===== src/rtl/fetch_unit.sv =====
// fetch_unit: instruction fetch stage of the NanoQuarter pipeline.
//
// Owns the program counter, drives a synchronous instruction memory (one-cycle
// read latency) and registers the fetched 16-bit word into the IF/ID register.
// A one-entry skid buffer catches the word still in flight when a stall is
// raised, so nothing is lost or duplicated once the stall releases.
//
// Ports:
//   clk, rst      clock and asynchronous active-high reset
//   stall_flg     hold fetch and the IF/ID register
//   jmp_flg       unconditional redirect to tgt_addr
//   brnch_flg     branch resolved this cycle; brnch_taken selects redirect
//   tgt_addr      redirect target
//   imem_addr     read address (= pc_q)
//   imem_rd       read enable; data returns on imem_data one cycle later
//   imem_data     read data from instruction memory
//   instr         IF/ID instruction register
//   instr_pc      address of instr
//   instr_vld     instr holds a real instruction (0 = nop slot)
module fetch_unit #(
    parameter int unsigned          ADDR_W   = 8,
    parameter logic [ADDR_W-1:0]    RESET_PC = '0
) (
    input  logic              clk,
    input  logic              rst,
    input  logic              stall_flg,
    input  logic              jmp_flg,
    input  logic              brnch_flg,
    input  logic              brnch_taken,
    input  logic [ADDR_W-1:0] tgt_addr,
    output logic [ADDR_W-1:0] imem_addr,
    output logic              imem_rd,
    input  logic [15:0]       imem_data,
    output logic [15:0]       instr,
    output logic [ADDR_W-1:0] instr_pc,
    output logic              instr_vld
);

    typedef enum logic [1:0] {
        StRun,
        StHold,
        StDrain,
        StRedir
    } mode_e;

    logic              redir;
    mode_e             mode;

    logic [ADDR_W-1:0] pc_q, pc_d;
    logic              req_vld_q, req_vld_d;
    logic [ADDR_W-1:0] req_pc_q, req_pc_d;
    logic [15:0]       skid_q, skid_d;
    logic [ADDR_W-1:0] skid_pc_q, skid_pc_d;
    logic              skid_vld_q, skid_vld_d;
    logic [15:0]       instr_q, instr_d;
    logic [ADDR_W-1:0] instr_pc_q, instr_pc_d;
    logic              instr_vld_q, instr_vld_d;

    assign redir     = jmp_flg | (brnch_flg & brnch_taken);
    assign imem_addr = pc_q;
    assign imem_rd   = ~stall_flg & ~redir;
    assign instr     = instr_q;
    assign instr_pc  = instr_pc_q;
    assign instr_vld = instr_vld_q;

    // Redirect outranks stall; a pending skid word drains before new data.
    always_comb begin
        if (redir) begin
            mode = StRedir;
        end else if (stall_flg) begin
            mode = StHold;
        end else if (skid_vld_q) begin
            mode = StDrain;
        end else begin
            mode = StRun;
        end
    end

    always_comb begin
        pc_d        = pc_q;
        req_vld_d   = req_vld_q;
        req_pc_d    = req_pc_q;
        skid_d      = skid_q;
        skid_pc_d   = skid_pc_q;
        skid_vld_d  = skid_vld_q;
        instr_d     = instr_q;
        instr_pc_d  = instr_pc_q;
        instr_vld_d = instr_vld_q;

        unique case (mode)
            StRedir: begin
                // Flush everything in flight; instr/instr_pc keep stale values.
                pc_d        = tgt_addr;
                req_vld_d   = 1'b0;
                skid_vld_d  = 1'b0;
                instr_vld_d = 1'b0;
            end
            StHold: begin
                req_vld_d = 1'b0;
                // Only the first stalled cycle can see a returning word.
                if (req_vld_q && !skid_vld_q) begin
                    skid_d     = imem_data;
                    skid_pc_d  = req_pc_q;
                    skid_vld_d = 1'b1;
                end
            end
            StDrain: begin
                pc_d        = pc_q + ADDR_W'(1);
                req_vld_d   = 1'b1;
                req_pc_d    = pc_q;
                instr_d     = skid_q;
                instr_pc_d  = skid_pc_q;
                instr_vld_d = 1'b1;
                skid_vld_d  = 1'b0;
            end
            StRun: begin
                pc_d        = pc_q + ADDR_W'(1);
                req_vld_d   = 1'b1;
                req_pc_d    = pc_q;
                instr_vld_d = req_vld_q;
                // Bubble slots keep the previous word for determinism.
                if (req_vld_q) begin
                    instr_d    = imem_data;
                    instr_pc_d = req_pc_q;
                end
            end
            default: ;
        endcase
    end

    always_ff @(posedge clk or posedge rst) begin
        if (rst) begin
            pc_q        <= RESET_PC;
            req_vld_q   <= 1'b0;
            req_pc_q    <= '0;
            skid_q      <= '0;
            skid_pc_q   <= '0;
            skid_vld_q  <= 1'b0;
            instr_q     <= '0;
            instr_pc_q  <= '0;
            instr_vld_q <= 1'b0;
        end else begin
            pc_q        <= pc_d;
            req_vld_q   <= req_vld_d;
            req_pc_q    <= req_pc_d;
            skid_q      <= skid_d;
            skid_pc_q   <= skid_pc_d;
            skid_vld_q  <= skid_vld_d;
            instr_q     <= instr_d;
            instr_pc_q  <= instr_pc_d;
            instr_vld_q <= instr_vld_d;
        end
    end

endmodule


===== config.mk =====
export PLATFORM = sky130hd
export DESIGN_NAME = fetch_unit
export DESIGN_NICKNAME = d
export VERILOG_FILES = /design/src/rtl/fetch_unit.sv
export SDC_FILE = /design/constraint.sdc
export NUM_CORES = 1
export LEC_CHECK = 0
export BUFFER_PORTS_ARGS = -buffer_cell sky130_fd_sc_hd__buf_2
export CAP_MARGIN = 10
export CORE_MARGIN = 1.5
export CORE_UTILIZATION = 45
export DETAILED_ROUTE_END_ITERATION = 8
export PLACE_DENSITY = 0.79
export RECOVER_POWER = 25
export SYNTH_ARGS = -nofsm -noshare
export SYNTH_HDL_FRONTEND = slang
export SYNTH_SLANG_ARGS = --single-unit
export TNS_END_PERCENT = 10

===== constraint.sdc =====
create_clock -name clk -period 5.86 [get_ports clk]
set_input_delay 1.172 -clock clk [delete_from_list [all_inputs] [get_ports clk]]
set_output_delay 1.172 -clock clk [all_outputs]
set_load 0.02 [all_outputs]

==> results of run 1 <==
==> worst max-delay path by stage <==
stage	startpoint	to	slack, ns	depth (start not counted)
2_1_floorplan	stall_flg	imem_rd	2.69	5
3_3_place_gp	brnch_flg	imem_rd	2.60	5
3_5_place_dp	brnch_flg	imem_rd	2.60	5
4_1_cts	brnch_flg	imem_rd	2.59	5
5_1_grt	stall_flg	imem_rd	2.33	5
6_report	stall_flg	imem_rd	2.42	5
==> worst max-delay path, stage by stage <==
cell                       delay (ns)
sky130_fd_sc_hd__clkbuf_1        0.35
sky130_fd_sc_hd__a211o_1         0.16
sky130_fd_sc_hd__buf_4           0.34
sky130_fd_sc_hd__inv_1           0.06
sky130_fd_sc_hd__buf_2           0.16
==> placed cells by master (no fill, tap or decap), types with 2 or more instances in the layout <==
cell                         n
sky130_fd_sc_hd__buf_4       2
sky130_fd_sc_hd__o21ai_0     8
sky130_fd_sc_hd__clkbuf_1    5
sky130_fd_sc_hd__a22oi_1    19
sky130_fd_sc_hd__xor2_1      3
sky130_fd_sc_hd__inv_1       3
sky130_fd_sc_hd__or3_1       3
sky130_fd_sc_hd__nor2_1      5
sky130_fd_sc_hd__nand2_1    35
sky130_fd_sc_hd__mux2_2      4
sky130_fd_sc_hd__nand3_1    11
sky130_fd_sc_hd__mux2_4     20
sky130_fd_sc_hd__a31oi_1     3
sky130_fd_sc_hd__buf_2      61
sky130_fd_sc_hd__o2bb2ai_1  19
sky130_fd_sc_hd__dfrtp_1    67
sky130_fd_sc_hd__clkbuf_8   12
sky130_fd_sc_hd__a32oi_1     5
==> logic make-up after synthesis <==
| family | share of synthesized area |
|---|---|
| simple gates | 0.0994 |
| flops | 0.564 |
| fa+ha+maj | 0.00421 |
| buf+inv | 0.0446 |
| xor+xnor | 0.00884 |
| compound gates | 0.159 |
| mux | 0.120 |
==> layout make-up <==
| class | count | area, sq um | area share |
|---|---|---|---|
| flip-flops and latches | 67 | 1680 | 0.481 |
| multi-input cells | 152 | 1160 | 0.334 |
| clock inverters | 1 | 30.0 | 0.00861 |
| well taps | 77 | 96.3 | 0.0276 |
| inverters | 4 | 15.0 | 0.00431 |
| clock buffers | 15 | 176 | 0.0506 |
| repair buffers | 65 | 328 | 0.0940 |
==> registers in the layout, summed over array words and instances, names as in the netlist <==
register    flops
skid_vld_q      1
instr          16
req_vld_q       1
skid_pc_q       8
instr_pc        8
instr_vld       1
skid_q         16
req_pc_q        8
imem_addr       8
==> power groups by stage <==
| stage | combinational [mW] | clock, mW | sequential (mW) |
|---|---|---|---|
| floorplan | 0.146 | 0 | 0.667 |
| global placement | 0.262 | 0 | 0.628 |
| detailed placement | 0.271 | 0 | 0.632 |
| CTS | 0.271 | 0.407 | 0.625 |
| global route | 0.293 | 0.429 | 0.638 |
| finish | 0.268 | 0.396 | 0.626 |
==> per-layer routing <==
| layer | wire length (um) | part of all wire |
|---|---|---|
| met1 | 2930 | 0.47 |
| met2 | 2910 | 0.47 |
| met4 | 59 | 0.0095 |
| met3 | 325 | 0.052 |
| met5 | 0 | 0 |
==> through the flow <==
step	std cells	utilization	instance area (sq um)	power (mW)	hold WS (ns)
6_report	381	0.549	3490	1.29	0.496
5_1_grt	381	0.549	3490	1.36	0.509
4_1_cts	381	0.550	3490	1.30	0.494
3_5_place_dp	365	0.517	3280	0.902	0.475
3_3_place_gp	365	0.517	3280	0.890	0.470
2_1_floorplan	240	-	2970	0.813	0.468
==> key figures, run 1 <==
Global route
  • Congestion Overflow GR: 0
  • Maximum number of pins on one net before global-route repair: 68
  • Grt met1 use: 0.254
  • Vias in the first global route: between 2000 and 2500
  • Gr usage total: 0.192
  • GR Layer Usage met3: 0.0698
  • Initial antenna violation count: 0
  • Most used routing layer in global routing: met2
  • Wire length of the first global-routing pass: 10800 um
  • GRT met2 Usage: 0.300

Worst hold path
  • Start point of the worst hold path: instr[9]
  • Hold-critical path endpoint: instr[9]
  • Hold path cells: 1
  • Type of the tightest min-delay check: register to register

Worst setup path
  • Setup slack of the worst register-to-register path: approximately 2.9 ns
  • Req. time, crit path: between 4 and 5 ns
  • Data arrival time of the worst path: ~2.3 ns
  • Maximum fanout along the worst path: 34
  • Worst reg2reg endpoint: skid_q[8]
  • Startpoint types: primary input
  • Critical Path Sink Type: primary output
  • Reg2reg start: skid_vld_q
  • Logic depth of the worst register-to-register path: 3
  • Kind of critical path: primary input to primary output

Timing
  • Setup TNS: 0 ns
  • Final setup skew: 0.00448 ns
  • Final Cycle Share: 0.587
  • RSZ-0062 raised after global routing: no
  • Endpoints failing setup: 0
  • Shortest period the worst path allows: about 3.4 ns
  • Number of failing hold endpoints at the final stage: 0
  • Max transition margin: 0.228
  • Final setup margin: roughly 2.4 ns
  • Max Transition Viols Final: 0
  • Transition at the pin with the smallest max-transition slack: approximately 1.2 ns
  • F_max: 291 MHz

Synthesis
  • Top cells by instance count after synthesis: sky130_fd_sc_hd__dfrtp_1 (67), sky130_fd_sc_hd__nand2_1 (35), sky130_fd_sc_hd__mux2_4 (20)
  • Post-synth top flop: sky130_fd_sc_hd__dfrtp_1
  • Average cell area after synthesis: roughly 12 sq um
  • Post-synthesis sequential area ratio: 0.564
  • Number of enable-type register cells in the synthesized netlist: 0
  • Number of warnings reported in the yosys synthesis log: 0
  • Portion of synthesized cell area occupied by the leading cell type: 0.564
  • Most used standard cell by instance count after synthesis: sky130_fd_sc_hd__dfrtp_1
  • Count of unique library cells instantiated by Yosys: 37
  • Gate count after technology mapping: 240
  • Cell Area, Synth: a little under 3000 sq um
  • Largest area contributor in the netlist: sky130_fd_sc_hd__dfrtp_1
  • Post-synthesis async set-or-reset flop share: 1.00
  • Mapped Nets: roughly 270
  • Ranking of synthesized cells by area: sky130_fd_sc_hd__dfrtp_1 (56%), sky130_fd_sc_hd__mux2_4 (10%), sky130_fd_sc_hd__o2bb2ai_1 (5.6%)
  • Number of storage elements in the synthesis netlist: 67

Layout
  • Fraction of final layout cells sized beyond drive strength 1: 0.345
  • Fillcell total: 560
  • Nets: 330
  • Area delta synth->final: 17.3%
  • Number of inserted diodes: 0

Floorplan
  • Area of the die: 7100 sq um
  • Io pins: 64
  • Placeable core region: 6350 sq um
  • Initial standard-cell utilization of the core: 0.468
  • Die Width: 84.3 um
  • Num rows: 29
  • Chip Height: ~84 um

Outcome
  • Outcome: completed

Placed design
  • Port buffer count: 63
  • Dpl hpwl: between 3000 and 4000 um
  • Final weighted congestion in routability-driven placement: around 0.76
  • DP Worst Slack: 2.60 ns

Routing
  • Overall routed net length: approximately 6200 um
  • Vias: about 2100
  • DRC violation count after routing: 0
  • Number of nets still failing antenna checks after routing: 0
  • Average wire per cell in the routed design: 16.3 um
  • Detailed-routing iteration count for the pre-antenna-repair pass: 4
  • 1st-iter DRT viols: 93
  • Via density: about 5.6

CTS
  • Post-CTS repair timing setup buffer count: 0
  • Clock Path Buffers: 2
  • Number of buffers inserted by hold repair at cts: 0
  • TritonCTS clock tree: yes
  • Count of cells resized by post-cts repair: 0
  • Root buffer cell: sky130_fd_sc_hd__clkbuf_8
  • Clock edge transition at the registers on the reported setup and hold paths: ~0.07 ns
  • Htree depth: 3
  • Clock network latency to the later pin of the worst-skew pair: roughly 0.33 ns
  • Num Clock Sinks: 67
  • Number of CTS-inserted buffers: 9

Pwr
  • Reg power frac: 0.486
  • Switching part of the total: 0.282
  • Portion of total power attributed to combinational logic: 0.208
  • Total net switching power: 0.364 mW
  • Highest ir drop seen on vdd: approximately 0.24 mV
  • P_int: 0.925 mW
  • Static power due to leakage: approximately 1.7 nW
  • Relative contribution of the clock network to total power: 0.307
  • PwrDens: ~370 nW/um^2

Run
  • Max-capacitance violation count: 0
No activity file was read; power rests on OpenSTA's default activity.
==> run 2: changes to the inputs <==
- ABC_AREA: default -> 1
- PLACE_DENSITY: 0.79 -> 0.81
- clock period: 5.86 -> 2.9 ns (I/O delays scaled with it)
==> key figures, run 2 <==
Synthesis
  • Top cells by instance count after synthesis: sky130_fd_sc_hd__nand2_1 (148), sky130_fd_sc_hd__dfrtp_1 (67), sky130_fd_sc_hd__inv_1 (40)
  • Post-synthesis sequential area ratio: 0.511
  • Number of enable-type register cells in the synthesized netlist: 0
  • Ranking of synthesized cells by area: sky130_fd_sc_hd__dfrtp_1 (51%), sky130_fd_sc_hd__nand2_1 (17%), sky130_fd_sc_hd__inv_1 (4.6%)
  • Portion of synthesized cell area occupied by the leading cell type: 0.511
  • Number of storage elements in the synthesis netlist: 67
  • Average cell area after synthesis: roughly 8.1 sq um
  • Most used standard cell by instance count after synthesis: sky130_fd_sc_hd__nand2_1
  • Cell Area, Synth: about 3300 sq um
  • Mapped Nets: 438
  • Gate count after technology mapping: 407
  • Largest area contributor in the netlist: sky130_fd_sc_hd__dfrtp_1
  • Post-synthesis async set-or-reset flop share: 1.00
  • Post-synth top flop: sky130_fd_sc_hd__dfrtp_1
  • Number of warnings reported in the yosys synthesis log: 0
  • Count of unique library cells instantiated by Yosys: 24

Global route
  • Maximum number of pins on one net before global-route repair: 47
  • Initial antenna violation count: 0
  • Gr usage total: 0.210
  • Vias in the first global route: ~2700
  • Wire length of the first global-routing pass: 12400 um
  • Congestion Overflow GR: 0

Pwr
  • PwrDens: 696 nW/um^2
  • P_int: 1.79 mW
  • Portion of total power attributed to combinational logic: 0.250
  • Static power due to leakage: a little over 2 nW
  • Relative contribution of the clock network to total power: 0.279
  • Highest ir drop seen on vdd: 0.250 mV
  • Switching part of the total: 0.327
  • Total net switching power: 0.868 mW
  • Reg power frac: 0.471

Routing
  • Overall routed net length: slightly above 7000 um
  • Vias: between 2000 and 3000
  • DRC violation count after routing: 0
  • Via density: a little under 5
  • 1st-iter DRT viols: 160
  • Average wire per cell in the routed design: between 10 and 15 um
  • Detailed-routing iteration count for the pre-antenna-repair pass: 4
  • Number of nets still failing antenna checks after routing: 0

Timing
  • Transition at the pin with the smallest max-transition slack: roughly 1.1 ns
  • Post-route worst hold slack: ~0.38 ns
  • Setup TNS: 0 ns
  • Max transition margin: 0.255
  • Max Transition Viols Final: 0
  • Final Cycle Share: 0.680
  • Endpoints failing setup: 0
  • F_max: 507 MHz
  • RSZ-0062 raised after global routing: no
  • Final setup margin: between 0.9 and 1 ns
  • Final setup skew: approximately 0.007 ns
  • Number of failing hold endpoints at the final stage: 0
  • Shortest period the worst path allows: 1.97 ns

Worst setup path
  • Kind of critical path: primary input to async pin
  • Critical Path Sink Type: async pin
  • Cells traversed along the worst timing path: buf_2 > inv_1 > clkbuf_2
  • Critical path's slowest cell: sky130_fd_sc_hd__clkbuf_2
  • Critical Path Max Stage Delay: about 0.96 ns
  • Req. time, crit path: approximately 3.2 ns
  • Data arrival time of the worst path: ~2.3 ns
  • Maximum fanout along the worst path: 46
  • Startpoint types: primary input
  • Dominant delay contributor by cell family on the critical path: buffers and inverters
  • Critical path buffers and inverters: 3

Placed design
  • Port buffer count: 63
  • DP Worst Slack: roughly 0.84 ns
  • Dpl hpwl: between 4000 and 5000 um
  • Final weighted congestion in routability-driven placement: around 0.81
  • Placement Cell Area: 3640 sq um

Floorplan
  • Placeable core region: between 6000 and 7000 sq um
  • Chip Height: 88.4 um
  • Die Width: a little under 90 um
  • Initial standard-cell utilization of the core: 0.475
  • Io pins: 64
  • Area of the die: slightly below 8000 sq um
  • Num rows: 30

CTS
  • Htree depth: 3
  • Root buffer cell: sky130_fd_sc_hd__clkbuf_8
  • Clock edge transition at the registers on the reported setup and hold paths: approximately 0.070 ns
  • Num Clock Sinks: between 60 and 70
  • Number of CTS-inserted buffers: 9
  • Clock network latency to the later pin of the worst-skew pair: roughly 0.35 ns
  • Post-CTS repair timing setup buffer count: 0
  • Number of buffers inserted by hold repair at cts: 0
  • Count of cells resized by post-cts repair: 0
  • TritonCTS clock tree: yes
  • Clock Path Buffers: 2

Layout
  • Number of inserted diodes: 0
  • Sequential standard cell area: between 1500 and 2000 sq um
  • Area delta synth->final: 16.4%
  • Nets: approximately 500
  • Most common cell after layout, fill and taps aside: sky130_fd_sc_hd__nand2_1
  • Fillcell total: 671
  • Most frequent cells in the layout: sky130_fd_sc_hd__nand2_1 (148), sky130_fd_sc_hd__dfrtp_1 (67), sky130_fd_sc_hd__buf_2 (63)
  • Footprint of the multi-input gates: approximately 1300 sq um
  • Final Cell Area: about 3800 sq um
  • Fraction of final layout cells sized beyond drive strength 1: 0.266

Worst hold path
  • Type of the tightest min-delay check: primary input to async pin

Outcome
  • Outcome: completed

Run
  • Max-capacitance violation count: 0
==> run 2: changes by cell type in the layout (fill, tap and decap cells not counted), moves of 17 or more <==
cell / change
sky130_fd_sc_hd__nor3_1: +23
sky130_fd_sc_hd__nor2_1: +26
sky130_fd_sc_hd__a22oi_1: -19
sky130_fd_sc_hd__nand2_1: +113
sky130_fd_sc_hd__inv_1: +37
sky130_fd_sc_hd__mux2_4: -20
sky130_fd_sc_hd__nand2_2: +17
sky130_fd_sc_hd__o2bb2ai_1: -19
==> run 2: area by class of cell <==
type                            instances  area share
Sequential cell                        67       0.439
Multi-Input combinational cell        277       0.339
Timing Repair Buffer                   69      0.0970
Clock buffer                           15      0.0488
Inverter                               44      0.0433
Tap cell                               96      0.0315
Clock inverter                          1     0.00131
==> run 2: metrics by stage <==
stage,power (mW),utilization,instances
after floorplan,1.72,-,407
after global placement,1.91,0.527,553
after detailed placement,1.94,0.527,553
after CTS,2.68,0.555,569
after global routing,2.82,0.553,569
final,2.66,0.553,569
==> run 2: cells by family (layout without fill, tap and decap cells) <==
| logic type | count (synthesis) | in the layout | share of synthesized area |
|---|---|---|---|
| flip-flops | 67 | 67 | 0.511 |
| XOR/XNOR | 1 | 1 | 0.00267 |
| AND/OR/NAND/NOR | 240 | 240 | 0.313 |
| adder cells (fa/ha/maj) | 1 | 1 | 0.00381 |
| buffers and inverters | 63 | 129 | 0.0946 |
| AO/OA/AOI/OAI | 35 | 35 | 0.0751 |
==> run 2: metal layers <==
metal  part of all wire  up-vias  track usage
met4              0.020        0        0.121
met2               0.46       62        0.309
met3              0.051       11       0.0429
met1               0.47     1292        0.290
li1                   -     1374            -
met5                  0        -            0
==> run 2: final timing paths <==
| kind | start | to | slack [ns] | depth (start not counted) |
|---|---|---|---|---|
| worst min-delay path | rst | imem_addr[0] | 0.38 | 2 |
| worst max register to register | skid_vld_q | skid_pc_q[3] | 0.97 | 6 |
| worst min register to register | instr[12] | instr[12] | 0.48 | 2 |
| worst max-delay path | rst | req_pc_q[7] | 0.93 | 3 |
| max in group clk | brnch_flg | imem_rd | 0.94 | 5 |
| min in group clk | tgt_addr[3] | imem_addr[3] | 0.44 | 3 |
==> run 2: power groups by stage <==
stage	Clock [mW]	Sequential, mW	Combinational, mW
3_5_place_dp	0	1.27	0.671
6_report	0.741	1.25	0.664
3_3_place_gp	0	1.26	0.645
4_1_cts	0.754	1.25	0.677
5_1_grt	0.791	1.28	0.753
2_1_floorplan	0	1.37	0.352
